$ cat config.mk
export PLATFORM = sky130hd
export DESIGN_NAME = ctrl_sync_filter
export DESIGN_NICKNAME = d
export VERILOG_FILES = /design/src/rtl/ctrl_sync_pkg.sv /design/src/rtl/sync_chain.sv /design/src/rtl/ctrl_sync_filter.sv
export SDC_FILE = /design/constraint.sdc
export NUM_CORES = 1
export LEC_CHECK = 0
export ABC_AREA = 1
export CORE_MARGIN = 2
export CORE_UTILIZATION = 40
export CTS_BUF_LIST = sky130_fd_sc_hd__clkbuf_8
export CTS_CLUSTER_SIZE = 28
export DETAILED_ROUTE_END_ITERATION = 10
export MAX_ROUTING_LAYER = met4
export PLACE_DENSITY_LB_ADDON = 0.12
export SYNTH_ARGS = -nofsm -noshare
export SYNTH_HDL_FRONTEND = slang
export SYNTH_SLANG_ARGS = --single-unit
$ cat constraint.sdc
create_clock -name clkB -period 3.1 [get_ports clkB]
set_input_delay 0.62 -clock clkB [delete_from_list [all_inputs] [get_ports clkB]]
set_output_delay 0.62 -clock clkB [all_outputs]
set_load 0.01 [all_outputs]
$ cat src/rtl/ctrl_sync_pkg.sv
// ctrl_sync_pkg: shared defaults and legal parameter ranges for the control synchroniser
package ctrl_sync_pkg;
    localparam int DEF_WIDTH         = 4;
    localparam int DEF_STAGES        = 2;
    localparam int DEF_STABLE_CYCLES = 4;
    localparam int STAGES_MIN        = 2;
    localparam int STAGES_MAX        = 4;
    localparam int STABLE_MIN        = 1;
    localparam int STABLE_MAX        = 255;
endpackage

$ cat src/rtl/sync_chain.sv
// sync_chain: per-bit multi-flop synchroniser into the clkB domain
module sync_chain
    import ctrl_sync_pkg::*;
#(
    parameter int WIDTH  = DEF_WIDTH,
    parameter int STAGES = DEF_STAGES
) (
    input  logic             clkB,
    input  logic             rstB,
    input  logic [WIDTH-1:0] d_i,
    output logic [WIDTH-1:0] s_o
);
    logic [STAGES-1:0][WIDTH-1:0] chain_q;
    // plain shift through the flop chain, nothing between stages
    always_ff @(posedge clkB or posedge rstB)
        if (rstB) chain_q <= '0;
        else      chain_q <= {chain_q[STAGES-2:0], d_i};
    assign s_o = chain_q[STAGES-1];
endmodule

$ cat src/rtl/ctrl_sync_filter.sv
// ctrl_sync_filter: synchronises a control word and accepts it only once it has been stable
module ctrl_sync_filter
    import ctrl_sync_pkg::*;
#(
    parameter int WIDTH         = DEF_WIDTH,
    parameter int STAGES        = DEF_STAGES,
    parameter int STABLE_CYCLES = DEF_STABLE_CYCLES
) (
    input  logic             clkB,
    input  logic             rstB,
    input  logic [WIDTH-1:0] async_in,
    input  logic             filt_en,
    output logic [WIDTH-1:0] ctrl_out,
    output logic             ctrl_chg,
    output logic [WIDTH-1:0] ctrl_rise,
    output logic [WIDTH-1:0] ctrl_fall
);
    localparam int CW = $clog2(STABLE_CYCLES) + 1;
    localparam logic [CW-1:0] CNT_MAX = CW'(STABLE_CYCLES - 1);

    if (STAGES < STAGES_MIN || STAGES > STAGES_MAX) begin : g_bad_stages
        $error("ctrl_sync_filter: STAGES must be within 2..4");
    end
    if (STABLE_CYCLES < STABLE_MIN || STABLE_CYCLES > STABLE_MAX) begin : g_bad_stable
        $error("ctrl_sync_filter: STABLE_CYCLES must be within 1..255");
    end

    logic [WIDTH-1:0] s;
    logic [WIDTH-1:0] cand_q, cand_d, out_q, out_d, rise_q, rise_d, fall_q, fall_d;
    logic [CW-1:0]    cnt_q, cnt_d;
    logic             chg_q, chg_d;

    sync_chain #(.WIDTH(WIDTH), .STAGES(STAGES)) u_sync (
        .clkB (clkB),
        .rstB (rstB),
        .d_i  (async_in),
        .s_o  (s)
    );

    // candidate tracking, stability count and acceptance; the word is accepted once the
    // candidate has been sampled STABLE_CYCLES times in a row, so a change arriving on the
    // accepting edge itself only restarts the count for the next word
    always_comb begin
        cand_d = cand_q;
        cnt_d  = cnt_q;
        out_d  = out_q;
        if (!filt_en) begin
            cand_d = s;
            cnt_d  = '0;
            out_d  = s;
        end else begin
            out_d = (cnt_q == CNT_MAX) ? cand_q : out_q;
            if (s != cand_q) begin
                cand_d = s;
                cnt_d  = '0;
            end else if (cnt_q != CNT_MAX) begin
                cnt_d = cnt_q + 1'b1;
            end
        end
        chg_d  = out_d != out_q;
        rise_d = out_d & ~out_q;
        fall_d = ~out_d & out_q;
    end

    // state and registered edge pulses, all cleared asynchronously
    always_ff @(posedge clkB or posedge rstB)
        if (rstB) begin
            cand_q <= '0;
            cnt_q  <= '0;
            out_q  <= '0;
            chg_q  <= 1'b0;
            rise_q <= '0;
            fall_q <= '0;
        end else begin
            cand_q <= cand_d;
            cnt_q  <= cnt_d;
            out_q  <= out_d;
            chg_q  <= chg_d;
            rise_q <= rise_d;
            fall_q <= fall_d;
        end

    assign ctrl_out  = out_q;
    assign ctrl_chg  = chg_q;
    assign ctrl_rise = rise_q;
    assign ctrl_fall = fall_q;
endmodule
# ---- Word level (Yosys, flattened, before mapping)
# Cells that the tools add are included.
dict set report totals {
  reg_bits 28
  inputBits 7
  out_inout_bits 13
  wordCells 26
}
dict set report classes {
  n_addsub 1
  eq_ne 6
  n_mux 7
  n_bitwise 4
}
# operator count
set ops {}
lappend ops {{$mux W4} 4}
lappend ops {{$mux W3} 3}
lappend ops {{$and A4 B4 Y4} 2}
lappend ops {{$ne A4 B4 Y1} 2}
lappend ops {{$not A4 Y4} 2}
lappend ops {{$add A3 B1 Y3 const B} 1}
lappend ops {{$eq A3 B2 Y1 const B} 1}
lappend ops {{$ne A3 B1 Y1 const B} 1}
lappend ops {{$ne A3 B2 Y1 const B} 1}
lappend ops {{$ne A2 B1 Y1 const B} 1}

# ---- Logic depth before layout (Yosys ltp)
# Gate-level depths: netlist of the first run.
dict set report depth {
  depth_word 5
  mapped_depth 9
  mapped_depth_nobuf 8
}

# ---- Cells and area by module
# From an unflattened synthesis of the first run, not the netlist that was laid out.
dict set report hier_totals {
  cells_unflattened 100
  hier_area_um2 1122.3
}
# module n_inst cells_each area_each_um2 seq_area_each_um2
set modules_own_cells {}
lappend modules_own_cells {ctrl_sync_filter 1 87 888.4 500.5}
lappend modules_own_cells {sync_chain 1 13 234.0 200.2}

# ---- Least setup slack after synthesis of the first run
# Ideal clock, no wire load.
dict set report synth_timing {
  kind {reg-to-reg}
  start {register cnt_q[0]}
  end {register chg_q (netlist: ctrl_chg)}
  setup_ps 130
  arrival_time_ps 1507
  required_time_ps 2970
  path_slack_ps 1463
  stages_incl_launch_ff 10
  n_path_buf 1
  period_less_slack_ps 1637
  path_cell_list {dfrtp_1 > ha_1 > ha_1 > buf_6 > nand2_1 > o211ai_1 > o21ai_2 > inv_1 > ha_1 > nand4_1}
}
dict set report synth_between {
  elab_chain_cells 4
}
# item line
set synth_lines {}
lappend synth_lines {{from (decl)} ctrl_sync_filter.sv:30} ;# logic [CW-1:0] cnt_q, cnt_d;
lappend synth_lines {{from (signal assigned)} ctrl_sync_filter.sv:76} ;# cnt_q <= cnt_d;
lappend synth_lines {{$eq A3 B2 Y1} ctrl_sync_filter.sv:52} ;# out_d = (cnt_q == CNT_MAX) ? cand_q : out_q;
lappend synth_lines {{$mux W4} ctrl_sync_filter.sv:52}
lappend synth_lines {{$mux W4} ctrl_sync_filter.sv:47} ;# if (!filt_en) begin
lappend synth_lines {{via out_d[3]} ctrl_sync_filter.sv:29} ;# logic [WIDTH-1:0] cand_q, cand_d, out_q, out_d, rise_q, rise_d, fall_q, fall_d;
lappend synth_lines {{$ne A4 B4 Y1} ctrl_sync_filter.sv:60} ;# chg_d = out_d != out_q;
lappend synth_lines {{via chg_d} ctrl_sync_filter.sv:31} ;# logic chg_q, chg_d;
lappend synth_lines {{to (signal assigned)} ctrl_sync_filter.sv:78} ;# chg_q <= chg_d;
lappend synth_lines {{to (decl)} ctrl_sync_filter.sv:31}
# The timed path passes the listed nets, and every way through them passes these cells.
# A chain may end at the register's enable or synchronous reset.

# ---- Final worst setup path of the first run
dict set report layout_timing {
  start {input filt_en}
  end {register chg_q (netlist: ctrl_chg)}
}
dict set report layout_between {
  elab_chain_cells 2
}
# item line
set layout_lines {}
lappend layout_lines {{from (decl)} ctrl_sync_filter.sv:12} ;# input logic filt_en,
lappend layout_lines {{$mux W4} ctrl_sync_filter.sv:47}
lappend layout_lines {{via out_d[0]} ctrl_sync_filter.sv:29}
lappend layout_lines {{$ne A4 B4 Y1} ctrl_sync_filter.sv:60}
lappend layout_lines {{via chg_d} ctrl_sync_filter.sv:31}
# The timed path passes the listed nets, and every way through them passes these cells.

==> reports/results.ini, run 1 <==
[timing]
fmax_mhz = 535
setup_slack_ps = 1230
setup_viol = 0
max_slew_margin_pct = 70.3
worstMarginPinSlew_ps = 446
finalSetupTns_ps = 0
fin_crit_sh_pct = 60.2
finClkSkew_ps = 7.12
hold_violations = 0
report.final.slew_viol_count = 0
rsz0062_at_grt = no
timing.final.crit_period_ps = 1870

[power_and_ir_drop]
vdd.ir_drop.worst_mv = 0.307
internal_power_mw = 0.523
powerDensity_mw_per_mm2 = 505
seq_power_share_pct = 58.4
p_sw_share_pct = 23.6
power_frac_comb_pct = 13.2
clock_power_share_pct = 28.4
p_total_mw = 0.685
switching_power_mw = 0.162
p_leak_nw = 0.671

[global_route]
grt_max_degree = 29
grt_overflow = 0
grt_usage_pct = 12.0
grt_pass1_wl_um = 2790
antenna_found_initial = 0
grt_pass1_vias = 686

[setup_path]
crit_chain = clkdlybuf4s50_1 -> o211ai_1 -> o21ai_2 -> inv_1 -> ha_1 -> nand4_1
timing.rr.end = ctrl_chg
rr_worst_depth = 8
crit_start = filt_en
crit_type = primary input to flip-flop
critPathCapture = ctrl_chg
cp.required_ps = 3260
start_kind = primary input
cp_max_fo = 9
cp-end-kind = flip-flop
critical_path_arrival_ps = 2020
cp_slowest_cell = clkdlybuf4s50_1
cp_slowest_stage_delay_ps = 690
r2r_start = cnt_q[0]
r2r_slack_ps = 1280

[clock_network]
cts_made_buffers = 3
ctsResizeCount = 0
cts_setup_buffers = 0
clkSlewWorstSetupHoldPaths_ps = 90
cts_tree = yes
holdBufCountCts = 0
cts_root_buf = clkbuf_8
ctsLongestPathBuffers = 2
clk_latency_ps = 280
htree_levels = 1
cts.sinks = 28

[final_layout]
syn2layout_area_growth_pct = 21.5
fillers = 261
final_common_cell = dfrtp_1
multi_input_area_um2 = 315
fin_nets = 131
drive_gt1_share_pct = 10.7
finalNonFillerCells = 143
fin_util_pct = 50.1
layout_common_cells = dfrtp_1, clkdlybuf4s50_1, inv_1
regArea_um2 = 701
insertedDiodeCount = 0

[floorplanning]
die_area_mm2 = 0.00323
core_mm2 = 0.00271
die_height_um = 56.9
num_rows = 19
io_pins = 20
die_w_um = 56.9
initial_utilization_pct = 41.2

[synth]
netlist-cell-type-count = 17
synth_seq_cells = 28
avgSynthCellArea_um2 = 11.8
yosys_warnings = 0
ys_seq_area_share_pct = 62.7
synth_cells = 95
syn_area_mm2 = 0.00112
synth_nets = 112

[drt]
vias = 662
ant_nets = 0
viasPerCell = 4.63
dr.first_iter.drc_count = 5
first_pass_iters = 4
wl_um = 1520
avgRoutedWirePerCell_um = 10.6
remaining_drc_errors = 0

[hold_path]
worstHoldStart = u_sync.chain_q[1]
hp-class = flip-flop to flip-flop

[placed_design]
dp_slack_ps = 919
place_hpwl_um = 1140
dp.cells = 140
finalWeightedCongestion = 0.767
io_buffers = 19

[job]
cap_violations = 0

[status]
status = finished clean

[cells by family (layout without fill, tap and decap cells)]
kind of cell | after synthesis | count (layout) | share of synthesized area [%]
adder cells (fa/ha/maj) | 10 | 10 | 11.2
flip-flops | 28 | 28 | 62.7
multiplexers | 1 | 1 | 0.896
AO/OA/AOI/OAI | 10 | 10 | 6.72
buffers and inverters | 23 | 40 | 9.07
AND/OR/NAND/NOR | 22 | 22 | 8.62
XOR/XNOR | 1 | 1 | 0.784
[layout make-up]
type	count	area share [%]
flip-flops and latches	28	51.6
multi-input cells	44	23.2
repair buffers	20	14.6
inverters	17	4.70
clock buffers	3	3.04
well taps	31	2.86
[stage by stage]
stage	hold slack [ps]	area [µm²]
floorplan	331	1120
global placement	332	1320
detailed placement	335	1320
CTS	355	1360
global route	370	1360
finish	354	1360
[power groups by stage]
| stage | combinational, mW | clock, mW | sequential [mW] |
|---|---|---|---|
| after floorplan | 0.0383 | 0 | 0.415 |
| after global placement | 0.0911 | 0 | 0.407 |
| after detailed placement | 0.0930 | 0 | 0.408 |
| after CTS | 0.0933 | 0.198 | 0.401 |
| after global routing | 0.102 | 0.210 | 0.404 |
| final | 0.0903 | 0.195 | 0.400 |
[cell usage after synthesis (all sizes together)]
cell type,n,area [µm²]
nand2,13,48.8
xor2,1,8.76
dfrtp,28,701
nor2,7,31.3
o21ai,5,40.0
a21oi,1,5.00
nand3,1,10.0
ha,10,125
buf,2,22.5
inv,17,63.8
clkbuf,4,15.0
nand4,1,6.26
mux2i,1,10.0
o211ai,4,30.0
[sequential cells by signal (all words and copies together) (netlist names)]
register / cells
u_sync.chain_q: 4
ctrl_rise: 4
ctrl_fall: 4
ctrl_out: 4
cand_q: 4
ctrl_chg: 1
u_sync.s_o: 4
cnt_q: 3
[worst min-delay path by stage]
stage                               end  cells after the start
final                     u_sync.s_o[1]                      0
after global routing      u_sync.s_o[1]                      0
after CTS                 u_sync.s_o[1]                      0
after detailed placement  u_sync.s_o[1]                      0
after global placement    u_sync.s_o[2]                      0
after floorplan           u_sync.s_o[0]                      0
[worst max-delay path, delay by kind of cell]
| kind | cells | cell delay, ps |
|---|---|---|
| AO/OA/AOI/OAI | 2 | 270 |
| buffers and inverters | 2 | 760 |
| adder cells (fa/ha/maj) | 1 | 280 |
| AND/OR/NAND/NOR | 1 | 80 |
[layer usage]
| layer | vias to the layer above | GRT usage (%) | part of all wire [%] |
|---|---|---|---|
| li1 | 322 | - | - |
| met1 | 318 | 13.2 | 41 |
| met2 | 17 | 19.3 | 50 |
| met3 | 5 | 2.76 | 5.5 |
| met4 | 0 | 7.97 | 3.2 |
| met5 | - | - | 0 |
Power figures use the tool's default switching activity.
==> inputs of run 2 (changes only) <==
==> constraint.sdc (replaced) <==
create_clock -name clkB -period 1.6 [get_ports clkB]
set_input_delay 0.32 -clock clkB [delete_from_list [all_inputs] [get_ports clkB]]
set_output_delay 0.32 -clock clkB [all_outputs]
set_load 0.01 [all_outputs]
==> run 2 against run 1 <==
Against the previous run:
- the flow now finishes with violations (negative setup slack)
- sequential power grew 95%
- via count grew 7.1%
- clock power grew 87%
- hold slack gained 2.4 ps
- non-clock buffer count grew 15
- critical path depth grew 2
- combinational power grew 140%
- largest cell class unchanged
==> reports/results.ini, run 2 (synthesis results as in run 1) <==
[final_layout]
fin_util_pct = 56.5  ; +6.4 points
syn2layout_area_growth_pct = 37.1
layout_common_cells = dfrtp_1, clkdlybuf4s50_1, buf_4
insertedDiodeCount = 0  ; unchanged
design_area_mm2 = 0.00153  ; +13%
finalNonFillerCells = 158  ; +10%
final_common_cell = dfrtp_1
fin_nets = 146  ; +11%
drive_gt1_share_pct = 28.3  ; +18 points

[clock_network]
cts.sinks = 28  ; unchanged
clk_latency_ps = 260  ; -20 ps
clkSlewWorstSetupHoldPaths_ps = 90  ; about the same
cts_made_buffers = 3  ; unchanged
cts_root_buf = clkbuf_8
holdBufCountCts = 0  ; unchanged
htree_levels = 1  ; unchanged
ctsLongestPathBuffers = 2  ; unchanged
cts_tree = yes

[timing]
report.final.slew_viol_count = 0  ; unchanged
finClkSkew_ps = 2.23  ; -4.88 ps
hold_violations = 0  ; unchanged
setup_viol = 2  ; +2
rsz0062_at_grt = yes
hold_slack_ps = 357  ; +2.45 ps
timing.final.crit_period_ps = 1650
setup_slack_ps = -54.7  ; -1290 ps
max_slew_margin_pct = 77.4  ; +7.1 points
fmax_mhz = 604
worstMarginPinSlew_ps = 339  ; -107 ps
fin_crit_sh_pct = 103

[floorplanning]
initial_utilization_pct = 41.2  ; unchanged
die_area_mm2 = 0.00323  ; unchanged
io_pins = 20  ; unchanged
die_w_um = 56.9  ; unchanged
core_mm2 = 0.00271  ; unchanged
num_rows = 19  ; unchanged
die_height_um = 56.9  ; unchanged

[drt]
viasPerCell = 4.49  ; -3.1%
avgRoutedWirePerCell_um = 11.6  ; +9.0%
ant_nets = 0  ; unchanged
first_pass_iters = 4  ; unchanged
dr.first_iter.drc_count = 4  ; -1
remaining_drc_errors = 0  ; unchanged
vias = 709  ; +7.1%
wl_um = 1830  ; +20%

[setup_path]
worst-path-stages = 8  ; +2
cp_max_fo = 6  ; -3
cp-end-kind = flip-flop
rr_worst_depth = 8  ; unchanged
cp.required_ps = 1800  ; -1460 ps
start_kind = flip-flop
crit_type = flip-flop to flip-flop
cp_num_buf_inv = 2  ; unchanged
crit_chain = ha_2 -> ha_4 -> buf_6 -> o211ai_1 -> o21ai_2 -> inv_1 -> ha_1 -> nand4_1
crit_family = adder cells
critical_path_arrival_ps = 1860  ; -160 ps
cp_slowest_cell = dfrtp_1
cp_slowest_stage_delay_ps = 400  ; -290 ps

[global_route]
antenna_found_initial = 0  ; unchanged
use_met2_pct = 20.1  ; +0.83 points
grt_overflow = 0  ; unchanged
grt_max_degree = 29  ; unchanged
grt_pass1_vias = 653  ; -4.8%
grt_pass1_wl_um = 2930  ; +4.9%
met1_usage_pct = 15.3  ; +2.2 points
gr-usage-met3_pct = 2.07  ; -0.69 points
grt_usage_pct = 12.5  ; +0.52 points
busiest_layer = met2

[power_and_ir_drop]
switching_power_mw = 0.319  ; +97%
p_leak_nw = 0.741  ; +10%
p_sw_share_pct = 23.4  ; -0.21 points
clock_power_share_pct = 26.7  ; -1.7 points
vdd.ir_drop.worst_mv = 0.528  ; +72%
power_frac_comb_pct = 16.1  ; +2.9 points
seq_power_share_pct = 57.2  ; -1.2 points
internal_power_mw = 1.04  ; +99%
powerDensity_mw_per_mm2 = 889  ; +76%

[placed_design]
finalWeightedCongestion = 0.778  ; +1.4%
dp_slack_ps = -197  ; -1120 ps
dp.cells = 149  ; +6.4%
dpl-instance-area_mm2 = 0.00139  ; +5.5%
place_hpwl_um = 1240  ; +9.3%
io_buffers = 19  ; unchanged

[status]
status = complete, but fails checks
violations = negative setup slack

[hold_path]
hold_depth = 0  ; unchanged
hp-class = flip-flop to flip-flop

[job]
cap_violations = 0  ; unchanged

## run 2: cell types whose count changed in the layout (fill, tap and decap cells not counted), sizes merged
cell / previous run / this run
buf: 1 / 16
## run 2: metal layers
| metal | vias to the layer above | share of wire (%) | routed length, µm |
|---|---|---|---|
| met4 | 0 | 0.77 | 14 |
| met1 | 343 | 46 | 843 |
| li1 | 352 | - | - |
| met2 | 12 | 49 | 896 |
| met3 | 2 | 3.9 | 72 |
| met5 | - | 0 | 0 |
## run 2: per-stage QoR
step                total power, mW  TNS (ps)
floorplan                     0.878         0
global placement              0.993      -178
detailed placement            0.996      -202
CTS                            1.36     -10.1
global route                   1.44      -227
finish                         1.36     -79.7
## run 2: path summary, 6_finish.rpt
kind / startpoint / end / slack, ps
max: cnt_q[1] / ctrl_chg / -50
min: u_sync.chain_q[3] / u_sync.s_o[3] / 360
max reg2reg: cnt_q[1] / ctrl_chg / -50
min reg2reg: u_sync.chain_q[3] / u_sync.s_o[3] / 360
max in group asynchronous: rstB / cand_q[1] / 940
min in group asynchronous: rstB / ctrl_out[1] / 410
## run 2: area by class of cell
type                            instances  area [µm²]
Clock buffer                            3        41.3
Fill cell                             252        1180
Inverter                               17        63.8
Multi-Input combinational cell         44         373
Sequential cell                        28         701
Tap cell                               31        38.8
Timing Repair Buffer                   35         314
## run 2: power groups by stage
stage	Sequential [mW]	Clock, mW	Combinational, mW
3_5_place_dp	0.792	0	0.204
2_1_floorplan	0.804	0	0.0743
3_3_place_gp	0.790	0	0.203
6_report	0.779	0.364	0.219
4_1_cts	0.778	0.376	0.205
5_1_grt	0.786	0.410	0.241
## run 2: worst register-to-register path: stages, from the launching register on
cell and delay, ps:
dfrtp_1 400, ha_2 210, ha_4 190, buf_6 130, o211ai_1 190, o21ai_2 80, inv_1 80, ha_1 240
nand4_1 90
## run 2: what timing repair did
item,CTS,global route
setup buffers,1,5
pin swaps,1,6
gates cloned,0,0
setup endpoints to repair,1,1
gates resized for setup,1,11
